<file path="src/rtl/uart_cmd_pkg.sv">
// Shared types and constants for the UART command accumulator and serializer.
package uart_cmd_pkg;

    typedef enum logic [1:0] {
        IDLE  = 2'd0,
        SEND  = 2'd1,
        TERM1 = 2'd2,
        TERM2 = 2'd3
    } cmd_state_e;

    localparam logic [7:0] CMD_TERM_BLE  = 8'h0D;
    localparam logic [7:0] CMD_TERM_HI   = 8'hBE;
    localparam logic [7:0] CMD_TERM_LO   = 8'hEF;
    localparam int         CMD_MAX_BYTES = 128;

endpackage

</file>
<file path="src/rtl/uart_cmd_timeout_counter.sv">
// Counts consecutive stalled cycles; timeout fires on the stall that reaches TIMEOUT.
module uart_cmd_timeout_counter #(
    parameter int TIMEOUT = 2000
) (
    input  logic clk,
    input  logic reset,
    input  logic stall,
    input  logic clear,
    output logic timeout
);

    localparam int CW = $clog2(TIMEOUT + 1);

    logic [CW-1:0] cnt_q, cnt_d;

    always_comb begin
        timeout = stall && (cnt_q == CW'(TIMEOUT - 1));
        cnt_d   = cnt_q;
        if (clear || timeout) begin
            cnt_d = '0;
        end else if (stall) begin
            cnt_d = cnt_q + 1'b1;
        end
    end

    always_ff @(posedge clk) begin
        if (reset) begin
            cnt_q <= '0;
        end else begin
            cnt_q <= cnt_d;
        end
    end

endmodule

</file>
<file path="src/rtl/uart_command_serializer.sv">
// Streams a latched command buffer plus link terminator over a valid/ready byte port.
// Optional stall abort is enabled with `define UART_CMD_SERIALIZER_TIMEOUT_EN.
module uart_command_serializer
    import uart_cmd_pkg::*;
#(
    parameter int TIMEOUT = 2000
) (
    input  logic          clk,
    input  logic          reset,
    input  logic [1023:0] input_data,
    input  logic [7:0]    input_data_size,
    input  logic          start,
    input  logic          ble_side,
    input  logic          tx_ready,
    output logic [7:0]    tx_data,
    output logic          tx_valid,
    output logic          busy,
    output logic          done,
    output logic          error
);

    cmd_state_e     state_q, state_d;
    logic [1023:0]  payload_q, payload_d;
    logic [7:0]     size_q, size_d;
    logic [7:0]     idx_q, idx_d;
    logic           ble_q, ble_d;
    logic [7:0]     tx_data_q, tx_data_d;
    logic           tx_valid_q, tx_valid_d;
    logic           busy_q, busy_d;
    logic           done_q, done_d;
    logic           error_q, error_d;
    logic           transfer;
    logic           timeout;

    assign transfer = tx_valid_q && tx_ready;

`ifdef UART_CMD_SERIALIZER_TIMEOUT_EN
    uart_cmd_timeout_counter #(.TIMEOUT(TIMEOUT)) u_timeout (
        .clk     (clk),
        .reset   (reset),
        .stall   (tx_valid_q && !tx_ready),
        .clear   (transfer),
        .timeout (timeout)
    );
`else
    // Without the stall counter the block waits forever; TIMEOUT has no effect.
    assign timeout = (TIMEOUT < 0);
`endif

    always_comb begin
        state_d    = state_q;
        payload_d  = payload_q;
        size_d     = size_q;
        idx_d      = idx_q;
        ble_d      = ble_q;
        tx_data_d  = tx_data_q;
        tx_valid_d = tx_valid_q;
        busy_d     = busy_q;
        done_d     = 1'b0;
        error_d    = 1'b0;

        unique case (state_q)
            IDLE: begin
                if (start) begin
                    if (input_data_size == 8'd0 || int'(input_data_size) > CMD_MAX_BYTES) begin
                        error_d = 1'b1;
                    end else begin
                        payload_d  = input_data;
                        size_d     = input_data_size;
                        ble_d      = ble_side;
                        idx_d      = 8'd0;
                        tx_data_d  = input_data[7:0];
                        tx_valid_d = 1'b1;
                        busy_d     = 1'b1;
                        state_d    = SEND;
                    end
                end
            end
            SEND: begin
                if (transfer) begin
                    if (idx_q == size_q - 8'd1) begin
                        tx_data_d = ble_q ? CMD_TERM_BLE : CMD_TERM_HI;
                        state_d   = TERM1;
                    end else begin
                        // Next byte is preloaded so the output stays back-to-back.
                        idx_d     = idx_q + 8'd1;
                        tx_data_d = payload_q[{idx_d, 3'b000} +: 8];
                    end
                end
            end
            TERM1: begin
                if (transfer) begin
                    if (ble_q) begin
                        state_d    = IDLE;
                        tx_valid_d = 1'b0;
                        busy_d     = 1'b0;
                        done_d     = 1'b1;
                    end else begin
                        tx_data_d = CMD_TERM_LO;
                        state_d   = TERM2;
                    end
                end
            end
            TERM2: begin
                if (transfer) begin
                    state_d    = IDLE;
                    tx_valid_d = 1'b0;
                    busy_d     = 1'b0;
                    done_d     = 1'b1;
                end
            end
            default: state_d = IDLE;
        endcase

        if (timeout) begin
            state_d    = IDLE;
            tx_valid_d = 1'b0;
            busy_d     = 1'b0;
            done_d     = 1'b0;
            error_d    = 1'b1;
        end
    end

    always_ff @(posedge clk) begin
        if (reset) begin
            state_q    <= IDLE;
            idx_q      <= 8'd0;
            tx_data_q  <= 8'h00;
            tx_valid_q <= 1'b0;
            busy_q     <= 1'b0;
            done_q     <= 1'b0;
            error_q    <= 1'b0;
        end else begin
            state_q    <= state_d;
            idx_q      <= idx_d;
            tx_data_q  <= tx_data_d;
            tx_valid_q <= tx_valid_d;
            busy_q     <= busy_d;
            done_q     <= done_d;
            error_q    <= error_d;
        end
        payload_q <= payload_d;
        size_q    <= size_d;
        ble_q     <= ble_d;
    end

    assign tx_data  = tx_data_q;
    assign tx_valid = tx_valid_q;
    assign busy     = busy_q;
    assign done     = done_q;
    assign error    = error_q;

endmodule
</file>
<file path="config.mk">
export PLATFORM = sky130hd
export DESIGN_NAME = uart_command_serializer
export DESIGN_NICKNAME = d
export VERILOG_FILES = /design/src/rtl/uart_cmd_pkg.sv /design/src/rtl/uart_cmd_timeout_counter.sv /design/src/rtl/uart_command_serializer.sv
export SDC_FILE = /design/constraint.sdc
export NUM_CORES = 1
export LEC_CHECK = 0
export ABC_CLOCK_PERIOD_IN_PS = 31200
export CORE_AREA = 2 2 403 405
export CTS_CLUSTER_SIZE = 20
export DETAILED_ROUTE_END_ITERATION = 6
export DIE_AREA = 0 0 405 407
export SYNTH_ARGS = -nofsm -noshare
export SYNTH_HDL_FRONTEND = slang
export SYNTH_SLANG_ARGS = --single-unit
</file>
<file path="constraint.sdc">
create_clock -name clk -period 31.2 [get_ports clk]
set_input_delay 4.68 -clock clk [delete_from_list [all_inputs] [get_ports clk]]
set_output_delay 4.68 -clock clk [all_outputs]
set_load 0.05 [all_outputs]
</file>
# Word-level counts from Yosys, hierarchy flattened
# Index checks and enable logic that the tools add are counted.
[totals] ff_bits=1054 output_inout_bits=12 wordCells=74
[classes] magnitude_cmp=1 n_mux=32 n_shift=1 bitwise_logic=3 n_reduce_logical=13 n_eq_ne=13 addsub=2
[ops] op="$shiftx A1024 B12 Y8" count=1
[ops] op="$mux W8" count=11
[ops] op="$pmux W8 S3" count=1
[ops] op="$ne A2 B2 Y1 const B" count=9
[ops] op="$reduce_and A6 Y1" count=3
[ops] op="$pmux W8 S2" count=1
[ops] op="$mux W2" count=7
[ops] op="$mux W1" count=9
[ops] op="$add A8 B1 Y8 const B" count=1
[ops] op="$eq A8 B8 Y1" count=1
[ops] op="$gt A8 B8 Y1 const B" count=1
[ops] op="$logic_not A8 Y1" count=1
[ops] op="$pmux W2 S4" count=1
[ops] op="$sub A8 B1 Y8 const B" count=1
[ops] op="$reduce_bool A3 Y1" count=2
[ops] op="$reduce_and A5 Y1" count=1
[ops] op="$eq A2 B2 Y1 const B" count=2
[ops] op="$not A1 Y1" count=3
[ops] op="$pmux W1 S3" count=1
[ops] op="$reduce_and A3 Y1" count=1
[ops] op="$reduce_or A3 Y1" count=1
[ops] op="$eq A2 B1 Y1 const B" count=1
[ops] op="$logic_not A2 Y1" count=1
[ops] op="$pmux W1 S2" count=1
[ops] op="other kinds (3)" count=3

# Depth between registers and ports, before layout
# Gate-level depths: netlist (run 1).
[logic_depth] word_depth=5 ltp_mapped=13 depth_no_buf=9

# Worst setup path after synthesis (run 1)
# No wires, ideal clock.
[synth_timing] path_type="in2reg" startpoint="input input_data_size[2]" endpoint="register ble_q (enable)" stages=4 t_arrival_ns=28.844 n_path_buf=0 setup_time_ns=1.553 setup_slack_ns=0.803 t_required_ns=29.647 path_cell_list="or4_4 o21ai_2 and2_1 and3_1"
[synth_via] elab_chain_len=4
[synth_rtl] element="start, declared" line_no="uart_command_serializer.sv:11" text="input logic [7:0] input_data_size,"
[synth_rtl] element="$gt A8 B8 Y1 / $logic_not A8 Y1 (equally long branches)" line_no="uart_command_serializer.sv:65" text="if (input_data_size == 8'd0 || int'(input_data_size) > CMD_MAX_BYTES) begin"
[synth_rtl] element="$logic_or A1 B1 Y1 *" line_no="uart_command_serializer.sv:65"
[synth_rtl] element="$not A1 Y1 (no source line) *"
[synth_rtl] element="$reduce_and A3 Y1 (no source line) *"
[synth_rtl] element="end signal, assigned" line_no="uart_command_serializer.sv:144" text="ble_q <= ble_d;"
[synth_rtl] element="end, declared" line_no="uart_command_serializer.sv:26" text="logic ble_q, ble_d;"
# Mark *: on every way between the ends. The rest lies on a longest branch, timed or not.
# A chain may end at the register's enable or synchronous reset.

# Worst setup path in the final report (run 1)
[layout_timing] startpoint="input input_data_size[0]" endpoint="register payload_q[164] (enable)"
[layout_via] elab_chain_len=4
[layout_rtl] element="$gt A8 B8 Y1 / $logic_not A8 Y1 (equally long branches)" line_no="uart_command_serializer.sv:65"
[layout_rtl] element="$logic_or A1 B1 Y1 *" line_no="uart_command_serializer.sv:65"
[layout_rtl] element="$not A1 Y1 (no source line) *"
[layout_rtl] element="$reduce_and A3 Y1 (no source line) *"
[layout_rtl] element="end signal, assigned" line_no="uart_command_serializer.sv:142" text="payload_q <= payload_d;"
[layout_rtl] element="end, declared" line_no="uart_command_serializer.sv:23" text="logic [1023:0] payload_q, payload_d;"
# Marks and branches as above.

==> results of run 1 <==
## area by class of cell
| type | instances | area (µm²) |
|---|---|---|
| Clock buffer | 150 | 3040 |
| Tap cell | 2160 | 2700 |
| Timing Repair Buffer | 1103 | 10900 |
| Multi-Input combinational cell | 802 | 9350 |
| Fill cell | 15000 | 102000 |
| Antenna cell | 41 | 103 |
| Inverter | 11 | 41.3 |
| Sequential cell | 1054 | 31400 |
| Clock inverter | 58 | 463 |
## metal layers
| layer | global-route usage [%] | wire (µm) | vias up |
|---|---|---|---|
| met1 | 22.9 | 61700 | 12500 |
| met3 | 5.89 | 13700 | 219 |
| met2 | 31.0 | 79300 | 1058 |
| met5 | 0 | 159 | - |
| li1 | - | - | 10500 |
| met4 | 6.26 | 4010 | 24 |
## synth_stat cells (4+ instances only)
library cell  number
mux2i_1           52
nand3_1           48
o21ai_0           13
a311oi_1          10
clkbuf_1          36
and3_1            12
o21a_1             4
buf_1             10
a21oi_1           14
and2_1            11
edfxtp_1        1033
nand2_1          163
o31ai_1            6
inv_1             11
nor3_1            10
buf_4             17
dfxtp_1           21
xnor2_1           10
nand2b_1           4
ha_1               7
nor2_1            35
nand4_1           20
a2111oi_0         10
xor2_1             8
a32oi_1            7
o21ai_1            4
o22ai_1            4
mux4_2           261
or3_1              4
o211ai_1           6
buf_2             48
a31oi_1           13
## kinds of logic (layout without fill, tap and decap cells)
group / after synthesis / count (layout) / synth area share, %
mux: 315 / 315 / 15.6
compound gates: 133 / 133 / 2.46
flops: 1054 / 1054 / 76.2
buf+inv: 122 / 1322 / 1.41
other cells: 0 / 41 / 0
simple gates: 329 / 329 / 3.72
xor+xnor: 18 / 18 / 0.382
fa+ha+maj: 7 / 7 / 0.212
## worst register-to-register path, cell delays in order (launching register included)
cell and delay, ps:
dfxtp_4 780, buf_4 570, buf_4 650, buf_4 880, buf_4 950, mux4_2 690, mux2i_1 260, a32oi_1 90
a32o_1 320, nor3_1 1040, o32ai_1 170
## flip-flops by register name (all words and copies together) (netlist names)
| name | cells |
|---|---|
| state_q | 2 |
| done | 1 |
| size_q | 8 |
| payload_q | 1024 |
| idx_q | 8 |
| ble_q | 1 |
| tx_data | 8 |
| error | 1 |
| busy | 1 |
## how the worst max path moves through the flow
stage / start / cells past startpoint / slack (ps) / to
2_1_floorplan: input_data_size[2] / 4 / 800 / ble_q$_DFFE_PP_
3_3_place_gp: input_data_size[1] / 9 / 20780 / payload_q[226]$_DFFE_PP_
5_1_grt: input_data_size[0] / 9 / 21140 / payload_q[602]$_DFFE_PP_
6_report: input_data_size[0] / 9 / 21400 / payload_q[164]$_DFFE_PP_
4_1_cts: input_data_size[0] / 9 / 21500 / payload_q[602]$_DFFE_PP_
3_5_place_dp: input_data_size[0] / 9 / 20670 / payload_q[226]$_DFFE_PP_
## report_power, final
group,leakage (nW),internal [mW],total [mW],switching (mW)
Clock,1.69,0.717,1.29,0.569
Combinational,6.92,0.239,0.509,0.270
Sequential,9.75,1.77,1.82,0.0557
## through the flow
step / power (mW) / hold slack, ps / utilization (%) / cells
floorplan: 2.32 / 501 / - / 1978
finish: 3.62 / 529 / 36.3 / 5379
detailed placement: 2.36 / 518 / 34.0 / 5130
global placement: 2.36 / 509 / 34.0 / 5130
CTS: 3.66 / 526 / 36.2 / 5338
global route: 3.75 / 548 / 36.2 / 5366
==> reports/results.tsv, run 1 <==
metric	value	unit
outcome	completed	
cp.required	31550	ps
layout_setup_ws	21400	ps
yosysSeqAreaShare	76.2	%
critPathCaptureType	flop	
numCtsBuffers	115	
viasPerCell	4.53	
final_common_cell	clkdlybuf4s50_1	
slew_headroom	13.0	%
critPathMaxStageDelay	900	ps
async_reset_ff_share	0	%
yosysTopAreaCellShare	75.2	%
hold_violations	0	
setup_violations	0	
critical_path.most_common_cell	buf_4	
powerDensity	62.3	nW/µm²
finalSetupTns	0	ps
cts_sinks	1054	
worstMarginPinSlew	1290	ps
synth_largest_area_cell	edfxtp_1	
dr.pass1.iters	5	
worst-path-buf-inv	5	
fin_crit_sh	31.4	%
critPathSlowestCell	buf_4	
cap_violations	0	
die_w	405	µm
dpl-instance-area	54500	µm²
synth-seq-cells	1054	
hold_start	tx_data[3]$_SDFFE_PP0P_	
path_class	in -> reg	
r2r_setup_slack	24650	ps
critPathLaunchType	input pin	
drc	0	
r2r_cells	10	
final_area	58100	µm²
nNetsFinal	4131	
vias	24400	
cts-root-buf	clkbuf_16	
cts-resized-gates	0	
synth-edff-count	1033	
rr_endpoint	tx_data[0]$_SDFFE_PP0P_	
clock_latency	740	ps
cts_setup_buffers	0	
power_leakage	18.4	nW
ioPinCount	1049	
dp_slack	20670	ps
path_cells	clkdlybuf4s50_1 > or3_1 > o21ai_2 > and2_1 > and3_4 > buf_4 > buf_4 > buf_12 > buf_4	
drt-total-wl	159000	µm
clock.fmax	102	MHz
grt.overflow.total	0	
cts_buffer_depth	3	
drt_iter0_markers	2388	
track_usage	18.7	%
layout_common_cells	1048 x clkdlybuf4s50_1, 1033 x edfxtp_1, 261 x mux4_2	
skew	37.5	ps
irDropWorstVdd	0.0489	mV
hold-path-cell-count	2	
crit_family	buffers and inverters	
grt_max_degree	166	
antenna_found_initial	69	
worst-path-max-fanout	165	
start_util	25.7	%
dieArea	165000	µm²
postCtsHoldBufs	0	
ys_types	70	
min_to	tx_data[3]$_SDFFE_PP0P_	
postRouteAntennaNets	0	
grt_pass1_vias	25300	
rows	147	
syn_inst	1978	
cts_tree	done	
place_congestion	0.856	
syn_to_final_growth	40.9	%
core	160000	µm²
dp_hpwl	120000	µm
netlist_area	41200	µm²
syn-num-nets	3022	
rsz0062_at_grt	false	
finalMaxSlewViolations	0	
cp.arrival	10150	ps
grt_pass1_wl	207000	µm
die_h	407	µm
cts.reportedPaths.clkPinSlew	60	ps
synth_warnings	0	
yosys-top-cells-area	edfxtp_1 75%, mux4_2 14%, nand2_1 1.5%, mux2i_1 1.3%, dfxtp_1 1.0%	
cts.htree.levels	3	
hold_path.class	reg -> reg	
fin_crit	9800	ps
drive_above_1_share	15.8	%
wl_per_cell	29.5	µm
worstReg2RegStart	idx_q[0]$_SDFFE_PP0P_	
avgSynthCellArea	20.8	µm²
synth_top_flop_cell	edfxtp_1	
numPortBuffers	1048	
No activity file was read; power rests on OpenSTA's default activity.
==> run 2, diff against run 1 <==
--- a/config.mk
+++ b/config.mk
@@ -5,7 +5,7 @@
 export SDC_FILE = /design/constraint.sdc
 export NUM_CORES = 1
 export LEC_CHECK = 0
-export ABC_CLOCK_PERIOD_IN_PS = 31200
+export ABC_CLOCK_PERIOD_IN_PS = 8390
 export CORE_AREA = 2 2 403 405
 export CTS_CLUSTER_SIZE = 20
 export DETAILED_ROUTE_END_ITERATION = 6
==> constraint.sdc (replaced) <==
create_clock -name clk -period 8.39 [get_ports clk]
set_input_delay 1.2585 -clock clk [delete_from_list [all_inputs] [get_ports clk]]
set_output_delay 1.2585 -clock clk [all_outputs]
set_load 0.05 [all_outputs]
==> run 2 against run 1 <==
Compared with the run above:
- sequential power increased to 3.7 times the previous value
- worst hold slack better by 39 ps
- flip-flop and latch count did not move
- routed wire length rose by 0.39%
- worst setup slack got worse by 18000 ps
- clock power grew to 4.1 times the previous value
- critical path type is now reg -> reg
- largest cell class unchanged
- non-clock buffer count fell by 4
- critical endpoint is now tx_data[7]$_SDFFE_PP0P_
- design area increased by 0.74%
- largest power group unchanged
- global-route usage about the same
- die area did not move
==> reports/results.tsv, run 2 (synthesis gave the netlist of run 1 again) <==
metric	value	unit
outcome	completed	
dieArea	165000	µm²
worst-path-stages	9	
worstMarginPinSlew	1220	ps
clock.fmax	214	MHz
irDropWorstVdd	0.155	mV
rsz0062_at_grt	false	
final_area	58500	µm²
hold_path.class	reg -> reg	
path_class	reg -> reg	
setup_violations	0	
r2r_cells	9	
power_leakage	18.6	nW
grt.overflow.total	0	
track_usage	18.7	%
layout_common_cells	1048 x clkdlybuf4s50_1, 1033 x edfxtp_1, 261 x mux4_2	
cts_buffer_depth	3	
postRouteAntennaNets	0	
die_w	405	µm
viasPerCell	4.57	
power	14.0	mW
final_common_cell	clkdlybuf4s50_1	
cts.htree.levels	3	
largest_register	payload_q	
cts_setup_buffers	0	
finalSetupTns	0	ps
cp.required	9010	ps
dp_hpwl	121000	µm
dr.pass1.iters	7	
grt_pass1_wl	208000	µm
grt_max_degree	137	
numPortBuffers	1048	
fin_crit	4660	ps
core	160000	µm²
wl_per_cell	29.7	µm
die_h	407	µm
postCtsHoldBufs	0	
crit_family	compound AO/OA/AOI/OAI gates	
place_congestion	0.841	
syn_to_final_growth	41.9	%
nNetsFinal	4128	
drt_iter0_markers	2463	
drt-total-wl	159000	µm
layout_setup_ws	3730	ps
worst-path-max-fanout	35	
critPathCaptureType	flop	
vias	24500	
critPathMaxStageDelay	1030	ps
cts_sinks	1054	
numCtsBuffers	116	
cts-root-buf	clkbuf_16	
cp.arrival	5280	ps
drc	0	
r2r_setup_slack	3730	ps
fillers	14900	
hold-path-cell-count	2	
clock_latency	750	ps
cts_tree	done	
cts-resized-gates	0	
critical_path.most_common_cell	buf_4	
cts.reportedPaths.clkPinSlew	60	ps
hold_violations	0	
rows	147	
grt_pass1_vias	25400	
worst-path-buf-inv	2	
dp_slack	3460	ps
start_util	25.7	%
skew	33.1	ps
slew_headroom	16.8	%
finalMaxSlewViolations	0	
antenna_found_initial	55	
critPathLaunchType	flop	
largest_reg_flops	1024	
fin_crit_sh	55.6	%
ioPinCount	1049	
drive_above_1_share	16.3	%
path_cells	ha_4 > buf_4 > buf_4 > mux4_2 > and2_1 > a2111oi_0 > o31ai_1 > nand4_1 > o21ai_1	
dpl-instance-area	54500	µm²
critPathSlowestCell	a2111oi_0	
powerDensity	238	nW/µm²
cap_violations	0	
-- run 2: worst reg2reg max path: stages (launching register included) --
cell and delay [ps]:
dfxtp_4 790, ha_4 750, buf_4 410, buf_4 410
mux4_2 360, and2_1 160, a2111oi_0 1030, o31ai_1 350
nand4_1 190, o21ai_1 70
-- run 2: path summary, 6_finish.rpt --
check | startpoint | end
worst min register to register | state_q[0]$_SDFFE_PP0P_ | state_q[0]$_SDFFE_PP0P_
worst min-delay path | state_q[0]$_SDFFE_PP0P_ | state_q[0]$_SDFFE_PP0P_
worst max-delay path | idx_q[0]$_SDFFE_PP0P_ | tx_data[7]$_SDFFE_PP0P_
worst max register to register | idx_q[0]$_SDFFE_PP0P_ | tx_data[7]$_SDFFE_PP0P_
-- run 2: final cells by class --
| cell class | count | area (µm²) | area share [%] |
|---|---|---|---|
| clock inverters | 87 | 935 | 1.60 |
| clock buffers | 133 | 2970 | 5.07 |
| well taps | 2160 | 2700 | 4.62 |
| flip-flops and latches | 1054 | 31400 | 53.7 |
| repair buffers | 1099 | 11000 | 18.8 |
| diodes | 29 | 72.6 | 0.124 |
| multi-input cells | 802 | 9360 | 16.0 |
| inverters | 11 | 41.3 | 0.0706 |
-- run 2: power by group --
group / switching [mW] / internal (mW) / leakage [nW]
clock: 2.22 / 3.02 / 1.88
sequential: 0.220 / 6.57 / 9.75
combinational: 1.03 / 0.906 / 6.93
total: 3.47 / 10.5 / 18.6
-- run 2: stage by stage --
| step | utilization, % | cells | hold slack [ps] |
|---|---|---|---|
| after floorplan | - | 1978 | 501 |
| after global placement | 34.0 | 5126 | 532 |
| after detailed placement | 34.0 | 5126 | 552 |
| after CTS | 36.5 | 5346 | 566 |
| after global routing | 36.5 | 5362 | 613 |
| final | 36.5 | 5375 | 568 |
-- run 2: layer usage --
layer	GRT usage, %	vias up	wire (µm)	share of wire, %
li1	-	10500	-	-
met1	22.9	12700	62500	39
met2	32.1	1102	80500	50
met3	5.11	205	12300	7.7
met4	5.24	22	4040	2.5
met5	0	-	145	0.091
==> run 3, diff against run 2 <==
--- a/config.mk
+++ b/config.mk
@@ -5,7 +5,7 @@
 export SDC_FILE = /design/constraint.sdc
 export NUM_CORES = 1
 export LEC_CHECK = 0
-export ABC_CLOCK_PERIOD_IN_PS = 8390
+export ABC_CLOCK_PERIOD_IN_PS = 4200
 export CORE_AREA = 2 2 403 405
 export CTS_CLUSTER_SIZE = 20
 export DETAILED_ROUTE_END_ITERATION = 6
==> constraint.sdc (replaced) <==
create_clock -name clk -period 4.2 [get_ports clk]
set_input_delay 0.63 -clock clk [delete_from_list [all_inputs] [get_ports clk]]
set_output_delay 0.63 -clock clk [all_outputs]
set_load 0.05 [all_outputs]
==> run 3 against run 2 <==
Compared with the run above:
- critical path depth is 2 higher
- routed wire length is 2.9% higher
- fmax is 33% higher
- largest cell class unchanged
- critical path type unchanged
- design area is 0.77% higher
- sequential power is 100% higher
- total power is 100% higher
- clock power is 95% higher
- worst hold slack worse by 180 ps
- combinational power is 120% higher
- non-clock buffer count is 50 higher
- global-route usage is 0.60 points higher
- first-iteration DRC count is 2.8% lower
==> reports/results.tsv, run 3 (synthesis gave the netlist of run 1 again) <==
metric	value	unit
place_congestion	0.867	
drt-total-wl	164000	µm
worst-path-max-fanout	49	
p_switching	7.13	mW
layout_common_cells	1048 x clkdlybuf4s50_1, 1033 x edfxtp_1, 261 x mux4_2	
finalMaxSlewViolations	0	
critPathSlowestCell	mux4_2	
numCtsBuffers	116	
rsz0062_at_grt	false	
cts-resized-gates	0	
r2r_setup_slack	690	ps
drt_iter0_markers	2394	
largest_register	payload_q	
cp.required	4870	ps
postCtsHoldBufs	0	
largest_reg_flops	1024	
dr.pass1.iters	5	
rows	147	
skew	50.3	ps
worstMarginPinSlew	913	ps
critPathMaxStageDelay	530	ps
fillers	14800	
cts.reportedPaths.clkPinSlew	80	ps
dieArea	165000	µm²
cp.arrival	4180	ps
layout_setup_ws	690	ps
die_h	407	µm
cts.htree.levels	3	
critPathLaunchType	flop	
path_class	reg -> reg	
clock.fmax	285	MHz
viasPerCell	4.56	
core	160000	µm²
cts_setup_buffers	0	
drc	0	
wl_per_cell	30.3	µm
dpl-instance-area	55100	µm²
cap_violations	0	
cts_buffer_depth	3	
clock_latency	800	ps
cts_tree	done	
grt.overflow.total	0	
fin_crit_sh	83.6	%
final_common_cell	clkdlybuf4s50_1	
irDropWorstVdd	0.352	mV
die_w	405	µm
start_util	25.7	%
fin_crit	3510	ps
power_frac_comb	14.9	%
power_leakage	18.8	nW
internal-power	20.8	mW
cts_sinks	1054	
numPortBuffers	1048	
nNetsFinal	4178	
path_cells	buf_12 > buf_12 > buf_4 > mux4_2 > nand2_1 > and3_1 > a311oi_1 > a311oi_1 > buf_4 > o21ai_0 > a32o_1	
p_clk_share	36.6	%
setup_violations	0	
grt_max_degree	99	
hold_path.class	in -> reg	
ioPinCount	1049	
p_sw_share	25.5	%
pwr-share-seq	48.5	%
cts-root-buf	clkbuf_16	
grt_pass1_vias	26100	
worst-path-buf-inv	4	
hold_violations	0	
critPathCaptureType	flop	
postRouteAntennaNets	0	
syn_to_final_growth	43.0	%
grt_pass1_wl	215000	µm
powerDensity	474	nW/µm²
vias	24700	
final_area	59000	µm²
track_usage	19.3	%
power	28.0	mW
crit_family	buffers and inverters	
dp_slack	629	ps
outcome	completed	
dp_hpwl	128000	µm
antenna_found_initial	34	
slew_headroom	37.4	%
drive_above_1_share	17.3	%
run 3: cell count changes in the layout (fill, tap and decap cells not counted), sizes merged:
cell      delta
clkinvlp     -4
clkinv       -5
diode        -9
clkbuf       +7
buf         +50
bufinv       -3
run 3: worst paths after layout:
check,cells past startpoint,endpoint,from
worst max register to register,11,tx_data[5]$_SDFFE_PP0P_,idx_q[0]$_SDFFE_PP0P_
worst max-delay path,11,tx_data[5]$_SDFFE_PP0P_,idx_q[0]$_SDFFE_PP0P_
worst min-delay path,1,payload_q[562]$_DFFE_PP_,input_data[562]
worst min register to register,1,state_q[1]$_SDFFE_PP0P_,state_q[1]$_SDFFE_PP0P_
run 3: area by class of cell:
type	count	area, µm²	area share (%)
timing repair buffer	1149	11600	19.6
clock inverter	75	796	1.35
multi-input combinational	802	9360	15.9
inverter	11	41.3	0.0700
clock buffer	140	2990	5.08
antenna	20	50.0	0.0849
sequential	1054	31400	53.3
tap	2160	2700	4.58
run 3: metrics by stage:
| step | util, % | instances | hold WS [ps] | TNS, ps |
|---|---|---|---|---|
| 5_1_grt | 36.8 | 5402 | 332 | 0 |
| 3_3_place_gp | 34.4 | 5176 | 537 | 0 |
| 4_1_cts | 36.8 | 5391 | 307 | 0 |
| 6_report | 36.8 | 5411 | 387 | 0 |
| 3_5_place_dp | 34.4 | 5176 | 555 | 0 |
| 2_1_floorplan | - | 1978 | 501 | -5174360 |
run 3: power by group through the flow:
stage | sequential (mW) | combinational [mW] | clock (mW)
final | 13.6 | 4.17 | 10.2
after global routing | 13.7 | 4.44 | 10.8
after CTS | 13.6 | 4.24 | 10.5
after detailed placement | 13.8 | 4.22 | 0
after global placement | 13.8 | 4.20 | 0
after floorplan | 14.1 | 1.80 | 0
run 3: metal layers:
layer	vias up	part of all wire, %	wire length (µm)	track usage (%)
li1	10600	-	-	-
met1	12800	39	64500	23.6
met2	1079	51	83300	33.4
met3	198	7.3	12000	4.99
met4	8	2.6	4190	5.33
met5	-	0.026	42	0
